**config.mk**
```make
export PLATFORM = sky130hd
export DESIGN_NAME = mmio_wr_dispatch_flat
export DESIGN_NICKNAME = d
export VERILOG_FILES = /design/src/rtl/mmio_wr_dispatch_if.sv /design/src/rtl/mmio_wr_dispatch.sv /design/src/flat_wrapper.sv
export SDC_FILE = /design/constraint.sdc
export NUM_CORES = 1
export LEC_CHECK = 0
export CORE_ASPECT_RATIO = 1.75
export CORE_MARGIN = 2
export CORE_UTILIZATION = 25
export CTS_CLUSTER_DIAMETER = 200
export CTS_CLUSTER_SIZE = 28
export DETAILED_ROUTE_END_ITERATION = 10
export MAX_ROUTING_LAYER = met4
export PLACE_DENSITY = 0.66
export SKIP_LAST_GASP = 1
export SLEW_MARGIN = 10
export SYNTH_ARGS = -nofsm -noshare
export SYNTH_HDL_FRONTEND = slang
export SYNTH_SLANG_ARGS = --single-unit
```
**constraint.sdc**
```tcl
create_clock -name clk -period 5.65 [get_ports clk]
set_input_delay 1.13 -clock clk [delete_from_list [all_inputs] [get_ports clk]]
set_output_delay 1.13 -clock clk [all_outputs]
set_load 0.02 [all_outputs]
```
**src/rtl/mmio_wr_dispatch_if.sv**
```systemverilog
// Bundle between the CPU store path, the write dispatcher and the demux targets.
// The slave side is the dispatcher; the master side drives requests and acks.
interface mmio_wr_dispatch_if #(
    parameter int SEL_BITS  = 2,
    parameter int DATA_BITS = 32,
    parameter int ADDR_BITS = 32
);
    localparam int N = 1 << SEL_BITS;

    logic                 req_valid;
    logic                 req_ready;
    logic [ADDR_BITS-1:0] req_addr;
    logic [DATA_BITS-1:0] req_wdata;
    logic [SEL_BITS-1:0]  dmx_sel;
    logic [DATA_BITS-1:0] dmx_in;
    logic [N-1:0]         tgt_we;
    logic [N-1:0]         tgt_ack;
    logic                 done_valid;
    logic                 done_err;
    logic                 busy;

    modport slave (
        input  req_valid, req_addr, req_wdata, tgt_ack,
        output req_ready, dmx_sel, dmx_in, tgt_we, done_valid, done_err, busy
    );

    modport master (
        output req_valid, req_addr, req_wdata, tgt_ack,
        input  req_ready, dmx_sel, dmx_in, tgt_we, done_valid, done_err, busy
    );
endinterface

```
**src/rtl/mmio_wr_dispatch.sv**
```systemverilog
// Store-request sequencer for a 2**SEL_BITS-way write demux: one strobe per request,
// then a bounded wait for the selected target's acknowledge.
module mmio_wr_dispatch #(
    parameter int SEL_BITS  = 2,
    parameter int DATA_BITS = 32,
    parameter int ADDR_BITS = 32,
    parameter int SEL_LSB   = 4,
    parameter int TIMEOUT   = 15
) (
    input  logic               clk,
    input  logic               rst,
    mmio_wr_dispatch_if.slave  bus
);
    localparam int N  = 1 << SEL_BITS;
    localparam int CW = $clog2(TIMEOUT + 1);

    localparam logic [1:0] ST_IDLE  = 2'd0;
    localparam logic [1:0] ST_ISSUE = 2'd1;
    localparam logic [1:0] ST_WAIT  = 2'd2;
    localparam logic [1:0] ST_RESP  = 2'd3;

    localparam logic [N-1:0]  WE_ONE   = {{(N-1){1'b0}}, 1'b1};
    localparam logic [CW-1:0] CNT_LAST = CW'(TIMEOUT - 1);

    logic [1:0]           state_r, state_nxt_s;
    logic [CW-1:0]        cnt_r, cnt_nxt_s;
    logic [SEL_BITS-1:0]  sel_r, req_sel_s;
    logic [DATA_BITS-1:0] data_r;
    logic [N-1:0]         we_r, we_nxt_s;
    logic                 done_valid_r, done_err_r;
    logic                 err_nxt_s, accept_s, ack_sel_s;

    assign req_sel_s = bus.req_addr[SEL_LSB +: SEL_BITS];
    // Only the latched target's ack matters; foreign acks never advance the FSM.
    assign ack_sel_s = bus.tgt_ack[sel_r];

    // Next-state, wait-counter and strobe decode.
    always_comb begin
        state_nxt_s = state_r;
        cnt_nxt_s   = cnt_r;
        err_nxt_s   = 1'b0;
        accept_s    = 1'b0;
        we_nxt_s    = {N{1'b0}};
        case (state_r)
            ST_IDLE: begin
                if (bus.req_valid) begin
                    accept_s    = 1'b1;
                    we_nxt_s    = WE_ONE << req_sel_s;
                    state_nxt_s = ST_ISSUE;
                end else begin
                    state_nxt_s = ST_IDLE;
                end
            end
            ST_ISSUE: begin
                cnt_nxt_s = {CW{1'b0}};
                if (ack_sel_s) begin
                    state_nxt_s = ST_RESP;
                end else begin
                    state_nxt_s = ST_WAIT;
                end
            end
            ST_WAIT: begin
                if (ack_sel_s) begin
                    state_nxt_s = ST_RESP;
                end else if (cnt_r == CNT_LAST) begin
                    err_nxt_s   = 1'b1;
                    state_nxt_s = ST_RESP;
                end else begin
                    cnt_nxt_s = cnt_r + CW'(1);
                end
            end
            ST_RESP: begin
                state_nxt_s = ST_IDLE;
            end
            default: begin
                state_nxt_s = ST_IDLE;
            end
        endcase
    end

    // State, latched demux inputs and registered strobe/completion outputs.
    always_ff @(posedge clk) begin
        if (rst) begin
            state_r      <= ST_IDLE;
            cnt_r        <= {CW{1'b0}};
            sel_r        <= {SEL_BITS{1'b0}};
            data_r       <= {DATA_BITS{1'b0}};
            we_r         <= {N{1'b0}};
            done_valid_r <= 1'b0;
            done_err_r   <= 1'b0;
        end else begin
            state_r      <= state_nxt_s;
            cnt_r        <= cnt_nxt_s;
            we_r         <= we_nxt_s;
            done_valid_r <= (state_nxt_s == ST_RESP);
            done_err_r   <= (state_nxt_s == ST_RESP) && err_nxt_s;
            if (accept_s) begin
                sel_r  <= req_sel_s;
                data_r <= bus.req_wdata;
            end else begin
                sel_r  <= sel_r;
                data_r <= data_r;
            end
        end
    end

    assign bus.req_ready  = (state_r == ST_IDLE);
    assign bus.busy       = (state_r != ST_IDLE);
    assign bus.dmx_sel    = sel_r;
    assign bus.dmx_in     = data_r;
    assign bus.tgt_we     = we_r;
    assign bus.done_valid = done_valid_r;
    assign bus.done_err   = done_err_r;
endmodule

```
**src/flat_wrapper.sv**
```systemverilog
// flat-port wrapper written by rule: the top's interface ports become plain ports
module mmio_wr_dispatch_flat 
#(
    parameter int SEL_BITS  = 2,
    parameter int DATA_BITS = 32,
    parameter int ADDR_BITS = 32,
    parameter int SEL_LSB   = 4,
    parameter int TIMEOUT   = 15
)
  (clk, rst, bus_req_valid, bus_req_addr, bus_req_wdata, bus_tgt_ack, bus_req_ready, bus_dmx_sel, bus_dmx_in, bus_tgt_we, bus_done_valid, bus_done_err, bus_busy);
  mmio_wr_dispatch_if #(.SEL_BITS(SEL_BITS), .DATA_BITS(DATA_BITS), .ADDR_BITS(ADDR_BITS)) bus_i ();
  input  logic clk;
  input  logic rst;
  input wire logic [$bits(bus_i.req_valid)-1:0] bus_req_valid;
  input wire logic [$bits(bus_i.req_addr)-1:0] bus_req_addr;
  input wire logic [$bits(bus_i.req_wdata)-1:0] bus_req_wdata;
  input wire logic [$bits(bus_i.tgt_ack)-1:0] bus_tgt_ack;
  output wire logic [$bits(bus_i.req_ready)-1:0] bus_req_ready;
  output wire logic [$bits(bus_i.dmx_sel)-1:0] bus_dmx_sel;
  output wire logic [$bits(bus_i.dmx_in)-1:0] bus_dmx_in;
  output wire logic [$bits(bus_i.tgt_we)-1:0] bus_tgt_we;
  output wire logic [$bits(bus_i.done_valid)-1:0] bus_done_valid;
  output wire logic [$bits(bus_i.done_err)-1:0] bus_done_err;
  output wire logic [$bits(bus_i.busy)-1:0] bus_busy;
  assign bus_i.req_valid = bus_req_valid;
  assign bus_i.req_addr = bus_req_addr;
  assign bus_i.req_wdata = bus_req_wdata;
  assign bus_i.tgt_ack = bus_tgt_ack;
  assign bus_req_ready = bus_i.req_ready;
  assign bus_dmx_sel = bus_i.dmx_sel;
  assign bus_dmx_in = bus_i.dmx_in;
  assign bus_tgt_we = bus_i.tgt_we;
  assign bus_done_valid = bus_i.done_valid;
  assign bus_done_err = bus_i.done_err;
  assign bus_busy = bus_i.busy;
  mmio_wr_dispatch #(.SEL_BITS(SEL_BITS), .DATA_BITS(DATA_BITS), .ADDR_BITS(ADDR_BITS), .SEL_LSB(SEL_LSB), .TIMEOUT(TIMEOUT)) u_core (.clk(clk), .rst(rst), .bus(bus_i));
endmodule
```
# Yosys cells after proc, flatten, opt, wreduce, memory -nomap -nowiden
# Cells that the tools add are included.
# word_totals
reg_bits	46
in_bits	71
word_cells	40
# op_classes
muxes	15
add_sub_neg	1
order_cmp	1
n_bitwise	2
n_reduce_logical	6
shifts	1
eq_ne	7
# op_table
cell	count
1-bit two-way mux	8
4-bit two-way mux	2
2-bit one-hot mux with 4 select lines	1
4-bit one-hot mux with 2 select lines	1
2-bit equality test (second input constant)	3
4-bit by 1-bit adder with 4-bit output (second input constant)	1
4-bit equality test (second input constant)	1
2-bit two-way mux	2
2-bit inequality test (second input constant)	2
2-bit nonzero test	2
1-bit by 2-bit left shift with 4-bit output (first input constant)	1
2-bit by 3-bit < comparator with 1-bit output (second input constant)	1
3-bit AND reduction	1
3-bit OR reduction	1
1-bit binary-select mux with 2-bit select	1
2-bit by 1-bit equality test with 1-bit output (second input constant)	1
2-bit zero test	1
1-bit inverter	2
1-bit logical AND	1

# Longest topological paths before layout
# depth
depth_word	6
depth_mapped	7
mapped_depth_nobuf	5

# Worst setup path after synthesis
# No wires, ideal clock.
# synth_timing
kind	input to register
startpoint	input bus_tgt_ack[3]
endpoint	register u_core.cnt_r[0]
setup_slack_ns	3.265
setup_ns	0.095
arrival_time_ns	2.290
path_stages	3
path_cell_list	mux4_2 > or4_1 > a221oi_1
# synth_via
elab_chain_len	4
# synth_lines
element	line	source
from (decl)	flat_wrapper.sv:17	input wire logic [$bits(bus_i.tgt_ack)-1:0] bus_tgt_ack;
1-bit binary-select mux with 2-bit select	mmio_wr_dispatch.sv:35	assign ack_sel_s = bus.tgt_ack[sel_r];
1-bit two-way mux (implied by the code)	mmio_wr_dispatch.sv:35	
2-bit inequality test (no source line)	-	
3-bit AND reduction (no source line)	-	
to (signal assigned)	mmio_wr_dispatch.sv:85	cnt_r <= {CW{1'b0}};
to (signal assigned)	mmio_wr_dispatch.sv:93	cnt_r <= cnt_nxt_s;
to (decl)	mmio_wr_dispatch.sv:26	logic [CW-1:0] cnt_r, cnt_nxt_s;
# No other way between the ends. The select of a mux whose other input is x is not followed.
# A chain may end at the register's enable or synchronous reset.

# Worst setup path in the final report
# layout_timing
startpoint	register u_core.state_r[0]
endpoint	output bus_busy
# layout_via
elab_chain_len	1
# layout_lines
element	line	source
from (decl)	mmio_wr_dispatch.sv:25	logic [1:0] state_r, state_nxt_s;
from (signal assigned)	mmio_wr_dispatch.sv:92	state_r <= state_nxt_s;
2-bit nonzero test	mmio_wr_dispatch.sv:108	assign bus.busy = (state_r != ST_IDLE);
to (decl)	flat_wrapper.sv:24	output wire logic [$bits(bus_i.busy)-1:0] bus_busy;
# No other way between the ends.

==> results.yml <==
cts:
  postCtsSetupBuffers: 0
  cts.sinks: 46
  htree_levels: 2
  cts_tree: "built"
  clockRootBuffer: "clkbuf_16"
  worstSkewPairLatency_ns: 0.28
  numCtsBuffers: 5
  clk_pin_slew_worst_paths_ns: 0.06
  clock_path_buffers: 2
  cts_resized: 0
  hold_buffers: 0
sta:
  fmax_mhz: 352
  hold_violations: 0
  min_period_over_period: 0.503
  setup_tns_ns: 0
  clock-skew-final_ns: 0.00244
  tightest_slew_ns: 0.861
  maxSlewViolCount: 0
  setup_viol: 0
  max_slew_margin: 0.426
  worst_slack_ns: 2.81
  rsz0062_at_grt: "no"
  fin_crit_ns: 2.84
route:
  firstDrtPassIters: 4
  dr_total_vias: 1703
  ant_nets: 0
  drtIter0Drc: 152
  via_per_inst: 4.60
  drc_errors: 0
  avgRoutedWirePerCell_um: 12.9
  routed_wl_um: 4760
logic_synthesis:
  syn_nets: 285
  ys_warn_count: 0
  synth_top_cells_by_count: "nand2_1 (69), dfxtp_1 (46), a21oi_1 (35)"
  ys_seq_elements: 46
  synth_edf_count: 0
  yosys.area.top_type: "dfxtp_1"
  synth_area_leaders: "dfxtp_1 (52%), nand2_1 (15%), a21oi_1 (9.9%)"
  synthArstFlopShare: 0
  yosys_most_used_dff: "dfxtp_1"
  syn_avg_cell_area_um2: 8.48
  synth_top_cell_area_share: 0.520
  synthDistinctLibCells: 30
  ys_seq_area_frac: 0.520
  synth_cells: 209
  synth_area_mm2: 0.00177
  synth_most_common_cell: "nand2_1"
final_layout:
  nets: 362
  antenna_cells: 0
  layout-drive-gt1-share: 0.0350
  postLayoutCellArea_mm2: 0.00277
  synthToLayoutAreaGrowth_pct: 56.1
  fin_util: 0.403
  fill_cells: 718
critical_path:
  startpoint: "u_core.state_r[0]"
  end_kind: "primary output"
  slowest_delay_ns: 0.61
  crit_required_ns: 4.52
  path_common_cell: "inv_1"
  crit_path_max_fanout: 6
  r2r_start: "u_core.state_r[0]"
  worst_ep_arrival_time_ns: 1.71
  startpoint_type: "flip-flop"
  path_cells: "inv_1, ha_1, inv_1, clkdlybuf4s50_1"
  path_class: "reg2out"
  cp_slowest_cell: "clkdlybuf4s50_1"
worst_hold_path:
  min_path_type: "reg2reg"
  hold_path.startpoint: "u_core.bus.dmx_in[23]"
power:
  p_per_area_mw_per_mm2: 309
  total_power_w: 0.000854
  peakVddDrop_v: 0.000133
  p_leak_nw: 1.00
global_route:
  grt_pass1_vias: 1565
  gr-total-overflow: 0
  grt_pass1_wl_um: 7650
  gr-usage-all-layers: 0.137
  grt_max_degree: 46
  antenna_found_initial: 0
die:
  die_w_um: 67.6
  die_area_mm2: 0.00780
  coreArea_mm2: 0.00686
  rows: 40
  die_h_um: 115
  start_util: 0.258
  num_io_pins: 113
job:
  cap_violations: 0
placed_design:
  place_congestion: 0.754
  placed_area_mm2: 0.00263
  pre_cts_ws_ns: 2.70
  io_buffers: 82
  hpwl_um: 3250
outcome:
  run_status: "completed"
worst max-delay path, delay by kind of cell, from the launching register on:
| family | cells | cell delay, ns |
|---|---|---|
| adders and majority gates | 1 | 0.26 |
| DFF | 1 | 0.37 |
| buffers and inverters | 3 | 0.81 |
power by group:
group	internal [W]	switching, W	leakage, nW
clock network	0.000162	0.000117	0.0640
registers	0.000351	0.0000136	0.377
logic	0.0000961	0.000115	0.560
stage by stage:
stage                     hold WS (ns)  cells
final                            0.451    370
after global routing             0.475    370
after CTS                        0.455    370
after detailed placement         0.446    363
after global placement           0.442    363
after floorplan                  0.479    209
routing by layer:
metal | vias up | global-route usage | part of all wire
met4 | 0 | 0.0721 | 0.031
met5 | - | - | 0
met1 | 783 | 0.149 | 0.39
met2 | 50 | 0.224 | 0.53
met3 | 11 | 0.0333 | 0.048
li1 | 859 | - | -
logic make-up (layout without fill, tap and decap cells):
family | count (synthesis) | in the layout | synth area share
AO/OA/AOI/OAI | 47 | 47 | 0.153
adder cells (fa/ha/maj) | 5 | 5 | 0.0353
buffers and inverters | 22 | 99 | 0.0593
flip-flops | 46 | 46 | 0.520
multiplexers | 3 | 3 | 0.0240
AND/OR/NAND/NOR | 86 | 86 | 0.209
flip-flops by register name, summed over array words and instances (netlist names):
name                   cells
u_core.bus.tgt_we          4
u_core.cnt_r               4
u_core.bus.done_err        1
u_core.bus.done_valid      1
u_core.state_r             2
u_core.bus.dmx_in         32
u_core.bus.dmx_sel         2
path summary, 6_finish.rpt:
path | depth (start not counted) | slack (ns) | end
setup / recovery | 4 | 2.81 | bus_busy
hold / removal | 2 | 0.45 | u_core.bus.dmx_in[23]
setup reg to reg | 5 | 3.53 | u_core.cnt_r[0]
hold reg to reg | 2 | 0.45 | u_core.bus.dmx_in[23]
final cells by class:
type                    instances  area (um^2)  share of cell area
flip-flops and latches         46          921               0.333
well taps                      84          105              0.0380
multi-input cells             141          746               0.270
inverters                       8         30.0              0.0109
clock buffers                   7          133              0.0480
repair buffers                 84          831               0.300
cell usage in the layout, fill, tap and decap left out, drive strengths merged:
cell and count:
or4 2, inv 7, nand2 69, nor3 1, clkinv 1, o22ai 1
o31ai 2, clkdlybuf4s50 81, nor4b 3, mux4 1, a21oi 35, nor4 2
nand4 1, clkbuf 7, and3 1, buf 3, a221oi 2, mux2i 2
ha 5, and4 1, or3 2, a31o 1, o211ai 4, and2 1
o41ai 1, dfxtp 46, nand3 1, a211o 1, nor2 2
Note: power is estimated with default switching activity, not from simulation.
